File: src/rtl/trace_pkg.sv
// Shared types and entry layout for the retire-trace monitor.
// Entry layout, LSB first: pc, instr, alu_out, reg_we.
package trace_pkg;

    typedef enum logic [1:0] {
        ST_IDLE  = 2'd0,
        ST_ARMED = 2'd1,
        ST_POST  = 2'd2,
        ST_DONE  = 2'd3
    } state_t;

    localparam int INSTR_W = 32;

    function automatic int entry_w(input int xlen);
        return 2 * xlen + 33;
    endfunction

    function automatic int off_instr(input int xlen);
        return xlen;
    endfunction

    function automatic int off_alu(input int xlen);
        return xlen + INSTR_W;
    endfunction

    function automatic int off_we(input int xlen);
        return 2 * xlen + INSTR_W;
    endfunction

endpackage

File: src/rtl/trace_ram.sv
// Trace store: DEPTH x WIDTH simple dual-port RAM, registered read (1 cycle), read-before-write.
// No backpressure: every write and read request is accepted in its cycle.
module trace_ram
    import trace_pkg::*;
#(
    parameter int DEPTH = 16,
    parameter int WIDTH = 97,
    parameter int AW    = $clog2(DEPTH)
) (
    input  logic             clk,
    input  logic             i_wr_vld,
    input  logic [AW-1:0]    i_wr_addr,
    input  logic [WIDTH-1:0] i_wr_dat,
    input  logic             i_rd_vld,
    input  logic [AW-1:0]    i_rd_addr,
    output logic [WIDTH-1:0] o_rd_dat
);

    logic [WIDTH-1:0] r_mem [DEPTH];
    logic [WIDTH-1:0] r_rd_dat;

    // No reset so the array and output register can map onto block RAM.
    always_ff @(posedge clk) begin
        if (i_wr_vld) begin
            r_mem[i_wr_addr] <= i_wr_dat;
        end
        if (i_rd_vld) begin
            r_rd_dat <= r_mem[i_rd_addr];
        end
    end

    assign o_rd_dat = r_rd_dat;

endmodule

File: src/rtl/trace_monitor.sv
// Retire trace capture (ring / one-shot PC trigger) with self-loop halt detect; readout latency 1 cycle.
// No backpressure: retires are sampled every cycle, reads are always accepted.
module trace_monitor
    import trace_pkg::*;
#(
    parameter int XLEN      = 32,
    parameter int DEPTH     = 16,
    parameter int POST_TRIG = 8,
    parameter int HALT_CNT  = 4
) (
    input  logic                     clk,
    input  logic                     reset,
    input  logic                     retire_i,
    input  logic [XLEN-1:0]          pc_i,
    input  logic [31:0]              instr_i,
    input  logic [XLEN-1:0]          alu_out_i,
    input  logic                     reg_we_i,
    input  logic                     arm_i,
    input  logic                     mode_i,
    input  logic [XLEN-1:0]          trig_pc_i,
    input  logic                     rd_en_i,
    input  logic [$clog2(DEPTH)-1:0] rd_addr_i,
    output logic                     rd_valid_o,
    output logic [XLEN-1:0]          rd_pc_o,
    output logic [XLEN-1:0]          rd_alu_o,
    output logic [31:0]              rd_instr_o,
    output logic                     rd_we_o,
    output logic [1:0]               state_o,
    output logic [$clog2(DEPTH):0]   count_o,
    output logic                     halted_o,
    output logic [31:0]              cycles_o
);

    localparam int AW        = $clog2(DEPTH);
    localparam int RW        = $clog2(HALT_CNT + 1);
    localparam int ENTRY_W   = entry_w(XLEN);
    localparam int OFF_INSTR = off_instr(XLEN);
    localparam int OFF_ALU   = off_alu(XLEN);
    localparam int OFF_WE    = off_we(XLEN);

    state_t             r_state, w_state_nxt;
    logic [AW-1:0]      r_wr_ptr, r_post_cnt, w_post_val, w_rd_idx;
    logic [AW:0]        r_count;
    logic               r_mode, r_last_vld, r_halted, r_rd_vld, r_rd_hit;
    logic [XLEN-1:0]    r_trig_pc, r_last_pc;
    logic [RW-1:0]      r_run, w_run_nxt;
    logic [31:0]        r_cycles;
    logic               w_trig, w_wr_vld, w_post_ld, w_post_dec;
    logic [ENTRY_W-1:0] w_wr_dat, w_rd_dat;

    assign w_trig = retire_i && (pc_i == r_trig_pc);

    always_comb begin
        w_state_nxt = r_state;
        w_wr_vld    = 1'b0;
        w_post_ld   = 1'b0;
        w_post_val  = '0;
        w_post_dec  = 1'b0;
        if (arm_i) begin
            w_state_nxt = ST_ARMED;
        end else begin
            case (r_state)
                ST_ARMED: begin
                    if (!r_mode) begin
                        w_wr_vld = retire_i;
                        if (w_trig) begin
                            if (POST_TRIG == 0) begin
                                w_state_nxt = ST_DONE;
                            end else begin
                                w_post_ld   = 1'b1;
                                w_post_val  = AW'(POST_TRIG);
                                w_state_nxt = ST_POST;
                            end
                        end
                    end else if (w_trig) begin
                        w_wr_vld    = 1'b1;
                        w_post_ld   = 1'b1;
                        w_post_val  = AW'(DEPTH - 1);
                        w_state_nxt = ST_POST;
                    end
                end
                ST_POST: begin
                    if (retire_i) begin
                        w_wr_vld   = 1'b1;
                        w_post_dec = 1'b1;
                        if (r_post_cnt == AW'(1)) begin
                            w_state_nxt = ST_DONE;
                        end
                    end
                end
                default: ;
            endcase
        end
    end

    always_ff @(posedge clk or negedge reset) begin
        if (!reset) begin
            r_state <= ST_IDLE;
        end else begin
            r_state <= w_state_nxt;
        end
    end

    always_ff @(posedge clk or negedge reset) begin
        if (!reset) begin
            r_mode     <= 1'b0;
            r_trig_pc  <= '0;
            r_wr_ptr   <= '0;
            r_count    <= '0;
            r_post_cnt <= '0;
        end else if (arm_i) begin
            r_mode     <= mode_i;
            r_trig_pc  <= trig_pc_i;
            r_wr_ptr   <= '0;
            r_count    <= '0;
            r_post_cnt <= '0;
        end else begin
            if (w_wr_vld) begin
                r_wr_ptr <= r_wr_ptr + AW'(1);
                if (r_count != (AW+1)'(DEPTH)) begin
                    r_count <= r_count + (AW+1)'(1);
                end
            end
            if (w_post_ld) begin
                r_post_cnt <= w_post_val;
            end else if (w_post_dec) begin
                r_post_cnt <= r_post_cnt - AW'(1);
            end
        end
    end

    // Run length saturates at HALT_CNT so a long spin cannot wrap the counter.
    assign w_run_nxt = (r_last_vld && pc_i == r_last_pc)
                     ? ((r_run == RW'(HALT_CNT)) ? r_run : r_run + RW'(1))
                     : RW'(1);

    always_ff @(posedge clk or negedge reset) begin
        if (!reset) begin
            r_run      <= '0;
            r_last_pc  <= '0;
            r_last_vld <= 1'b0;
            r_halted   <= 1'b0;
        end else if (arm_i) begin
            r_run      <= '0;
            r_last_vld <= 1'b0;
            r_halted   <= 1'b0;
        end else if (retire_i) begin
            r_run      <= w_run_nxt;
            r_last_pc  <= pc_i;
            r_last_vld <= 1'b1;
            if (w_run_nxt == RW'(HALT_CNT)) begin
                r_halted <= 1'b1;
            end
        end
    end

    always_ff @(posedge clk or negedge reset) begin
        if (!reset) begin
            r_cycles <= '0;
            r_rd_vld <= 1'b0;
            r_rd_hit <= 1'b0;
        end else begin
            r_cycles <= r_cycles + 32'd1;
            r_rd_vld <= rd_en_i;
            r_rd_hit <= rd_en_i && ({1'b0, rd_addr_i} < r_count);
        end
    end

    // Index 0 is the oldest entry; at full count the low bits of count are zero.
    assign w_rd_idx = r_wr_ptr - r_count[AW-1:0] + rd_addr_i;
    assign w_wr_dat = {reg_we_i, alu_out_i, instr_i, pc_i};

    trace_ram #(
        .DEPTH (DEPTH),
        .WIDTH (ENTRY_W),
        .AW    (AW)
    ) u_ram (
        .clk       (clk),
        .i_wr_vld  (w_wr_vld),
        .i_wr_addr (r_wr_ptr),
        .i_wr_dat  (w_wr_dat),
        .i_rd_vld  (rd_en_i),
        .i_rd_addr (w_rd_idx),
        .o_rd_dat  (w_rd_dat)
    );

    assign rd_valid_o = r_rd_vld;
    assign rd_pc_o    = r_rd_hit ? w_rd_dat[XLEN-1:0]            : '0;
    assign rd_instr_o = r_rd_hit ? w_rd_dat[OFF_INSTR +: INSTR_W] : '0;
    assign rd_alu_o   = r_rd_hit ? w_rd_dat[OFF_ALU +: XLEN]      : '0;
    assign rd_we_o    = r_rd_hit && w_rd_dat[OFF_WE];
    assign state_o    = r_state;
    assign count_o    = r_count;
    assign halted_o   = r_halted;
    assign cycles_o   = r_cycles;

endmodule

File: config.mk
export PLATFORM = sky130hd
export DESIGN_NAME = trace_monitor
export DESIGN_NICKNAME = d
export VERILOG_FILES = /design/src/rtl/trace_pkg.sv /design/src/rtl/trace_ram.sv /design/src/rtl/trace_monitor.sv
export SDC_FILE = /design/constraint.sdc
export NUM_CORES = 2
export LEC_CHECK = 0
export BUFFER_PORTS_ARGS = -buffer_cell sky130_fd_sc_hd__buf_2
export CAP_MARGIN = 10
export CORE_MARGIN = 5
export CORE_UTILIZATION = 46
export DETAILED_ROUTE_END_ITERATION = 8
export PLACE_DENSITY = 0.61
export SLEW_MARGIN = 10
export SYNTH_ARGS = -nofsm -noshare
export SYNTH_HDL_FRONTEND = slang
export SYNTH_SLANG_ARGS = --single-unit
File: constraint.sdc
create_clock -name clk -period 12.9 [get_ports clk]
set_clock_uncertainty 0.1 [all_clocks]
set_input_delay 1.29 -clock clk [delete_from_list [all_inputs] [get_ports clk]]
set_output_delay 1.29 -clock clk [all_outputs]
set_load 0.01 [all_outputs]
==> qor.yml <==
max-clock-path-buffers: 3
ys_ff_latch: 1768
worstPathArrival_ns: 6.25
cts_hold_buf: 0
place_congestion: 0.776
startpoint_type: "primary input"
first_iter_violations: 2695
critical_path.top_delay_family: "buffers and inverters"
finish.utilization_pct: 52.8
die_w_um: 394
grt_usage_pct: 20.0
grt_max_degree: 160
path_class: "primary input to flop"
drt-wirelength-per-cell_um: 29.2
avgSynthCellArea_um2: 23.6
stdcell_area_um2: 77100
powerDensity_nw_per_um2: 182
drc: 0
grt_pass1_vias: 33300
max_slew_margin_pct: 8.31
finalCriticalPeriod_ns: 5.95
antenna_found_initial: 24
hold_class: "flop to flop"
syn_area_um2: 67800
critPathMaxFanout: 45
clock_latency_ns: 0.79
crit_slowest_cell: "buf_4"
synth_top_cell_by_area: "edfxtp_1"
final-seq-area_um2: 52500
cts_made_buffers: 178
wirelength_mm: 155
ys_seq_area_share_pct: 77.4
via_per_inst: 5.82
cp_num_buf_inv: 4
placed_cell_area_um2: 71600
synth_area_leaders: "edfxtp_1 (73%), mux4_2 (16%), dfrtp_1 (4.4%)"
cts_tree: "done"
rsz0062_at_grt: "no"
final.period_utilization_pct: 46.2
dp_hpwl_mm: 77.0
postCtsSetupBuffers: 0
placed_cells: 4980
rows: 140
max_freq_mhz: 168
die_height_um: 394
initial_utilization_pct: 46.4
synth_most_common_cell: "edfxtp_1"
synth_nets: 3035
fillers: 11200
required_ns: 13.20
synth_edf_count: 1649
vias: 30900
fin_cells: 5309
worst_slew_pin_slew_ns: 1.38
portBuffers: 276
io_pins: 277
clk_pin_slew_ns: 0.06
area_delta_synth_final_pct: 13.7
die-area_um2: 155000
yosys_warnings: 0
peakVddDrop_mv: 0.202
first_pass_iters: 5
cts_resized: 0
drive_gt1_share_pct: 33.4
outcome: "complete, no violations"
synth_cell_type_count: 50
tns_ns: 0
maxSlewViolCount: 0
clock_sinks: 1768
synth_commonest_cells: "edfxtp_1 (1649), mux4_2 (485), dfrtp_1 (119)"
p_leak_uw: 0.0252
grt_first_pass_wirelength_mm: 226
core_um2: 146000
synth_top_area_share_pct: 73.0
setup_viol: 0
multi_input_area_um2: 14700
power_uw: 14000
cts.htree.levels: 4
maxCapViolCount: 0
drt.antenna.violating_nets: 0
fin_nets: 3405
finalHoldViolations: 0
overflow: 0
cp_common_cell: "buf_4"
cp_slowest_stage_delay_ns: 0.87
synth_cells: 2873
clockRootBuffer: "clkbuf_16"
synth_ff_type: "edfxtp_1"
crit_chain: "buf_2 > xnor2_1 > nand4_1 > nor4_2 > a21oi_2 > or2_1 > buf_4 > nor3_2 > buf_4 > buf_4"
async_reset_ff_share_pct: 6.73
end_kind: "flop"
-- power by group --
part           switching (uW)  total [uW]  internal, uW
registers                89.2        6640          6550
logic                    1210        2570          1360
clock network            2070        4830          2760
-- worst reg2reg max path: stages, from the launching register on --
cell and delay, ns:
dfrtp_1 0.42, inv_1 0.12, ha_1 0.30, inv_1 0.06, ha_4 0.16, fa_4 1.21
buf_4 0.83, buf_4 1.05, mux4_2 0.50, mux4_2 0.49
-- worst paths after layout --
check	startpoint	end	slack, ns	depth (start not counted)
worst max-delay path	pc_i[31]	u_ram.r_mem[10][85]	6.95	10
worst min-delay path	cycles_o[5]	cycles_o[5]	0.39	1
worst max register to register	r_wr_ptr[0]	u_ram.o_rd_dat[89]	7.40	9
worst min register to register	cycles_o[5]	cycles_o[5]	0.39	1
max in group asynchronous	reset	r_rd_hit	10.79	2
min in group asynchronous	reset	cycles_o[12]	0.44	1
-- state kept, by name, summed over array words and instances (netlist names), 2 cells and up --
| signal | cells |
|---|---|
| count_o | 5 |
| cycles_o | 32 |
| r_last_pc | 32 |
| r_post_cnt | 4 |
| r_run | 3 |
| r_trig_pc | 32 |
| r_wr_ptr | 4 |
| state_o | 2 |
| u_ram.o_rd_dat | 97 |
| u_ram.r_mem | 1552 |
-- routing by layer --
layer	share of wire, %	up-vias	track usage (%)
li1	-	12800	-
met1	42	16800	27.8
met2	50	1045	32.9
met3	6.4	199	4.09
met4	1.9	6	4.63
met5	0.026	-	0
-- per-stage QoR --
step | hold slack, ns | setup slack (ns)
after detailed placement | 0.387 | 5.97
after floorplan | 0.366 | 3.12
after CTS | 0.391 | 6.83
final | 0.392 | 6.95
after global routing | 0.418 | 6.74
after global placement | 0.372 | 6.07
-- placed cells by master, fill, tap and decap left out, drive strengths merged, types with 20 or more instances in the layout --
cell type and instances:
mux2 67, inv 33, nand2 21, mux4 485
clkbuf 234, buf 324, ha 20, and2 97
clkinv 65, xnor2 60, xor2 42, dfrtp 119
edfxtp 1649
-- kinds of logic after synthesis --
group | count (synthesis) | share of synthesized area (%)
adder cells (fa/ha/maj) | 23 | 0.458
flip-flops | 1768 | 77.4
AND/OR/NAND/NOR | 234 | 2.13
multiplexers | 555 | 17.3
XOR/XNOR | 102 | 1.33
buffers and inverters | 159 | 1.09
AO/OA/AOI/OAI | 32 | 0.299
-- final cells by class --
class	instances	share of cell area, %
Antenna cell	10	0.0325
Clock buffer	234	6.16
Clock inverter	85	0.904
Inverter	25	0.122
Multi-Input combinational cell	946	19.1
Sequential cell	1768	68.1
Tap cell	1917	3.11
Timing Repair Buffer	324	2.50
Note: power is estimated with default switching activity, not from simulation.
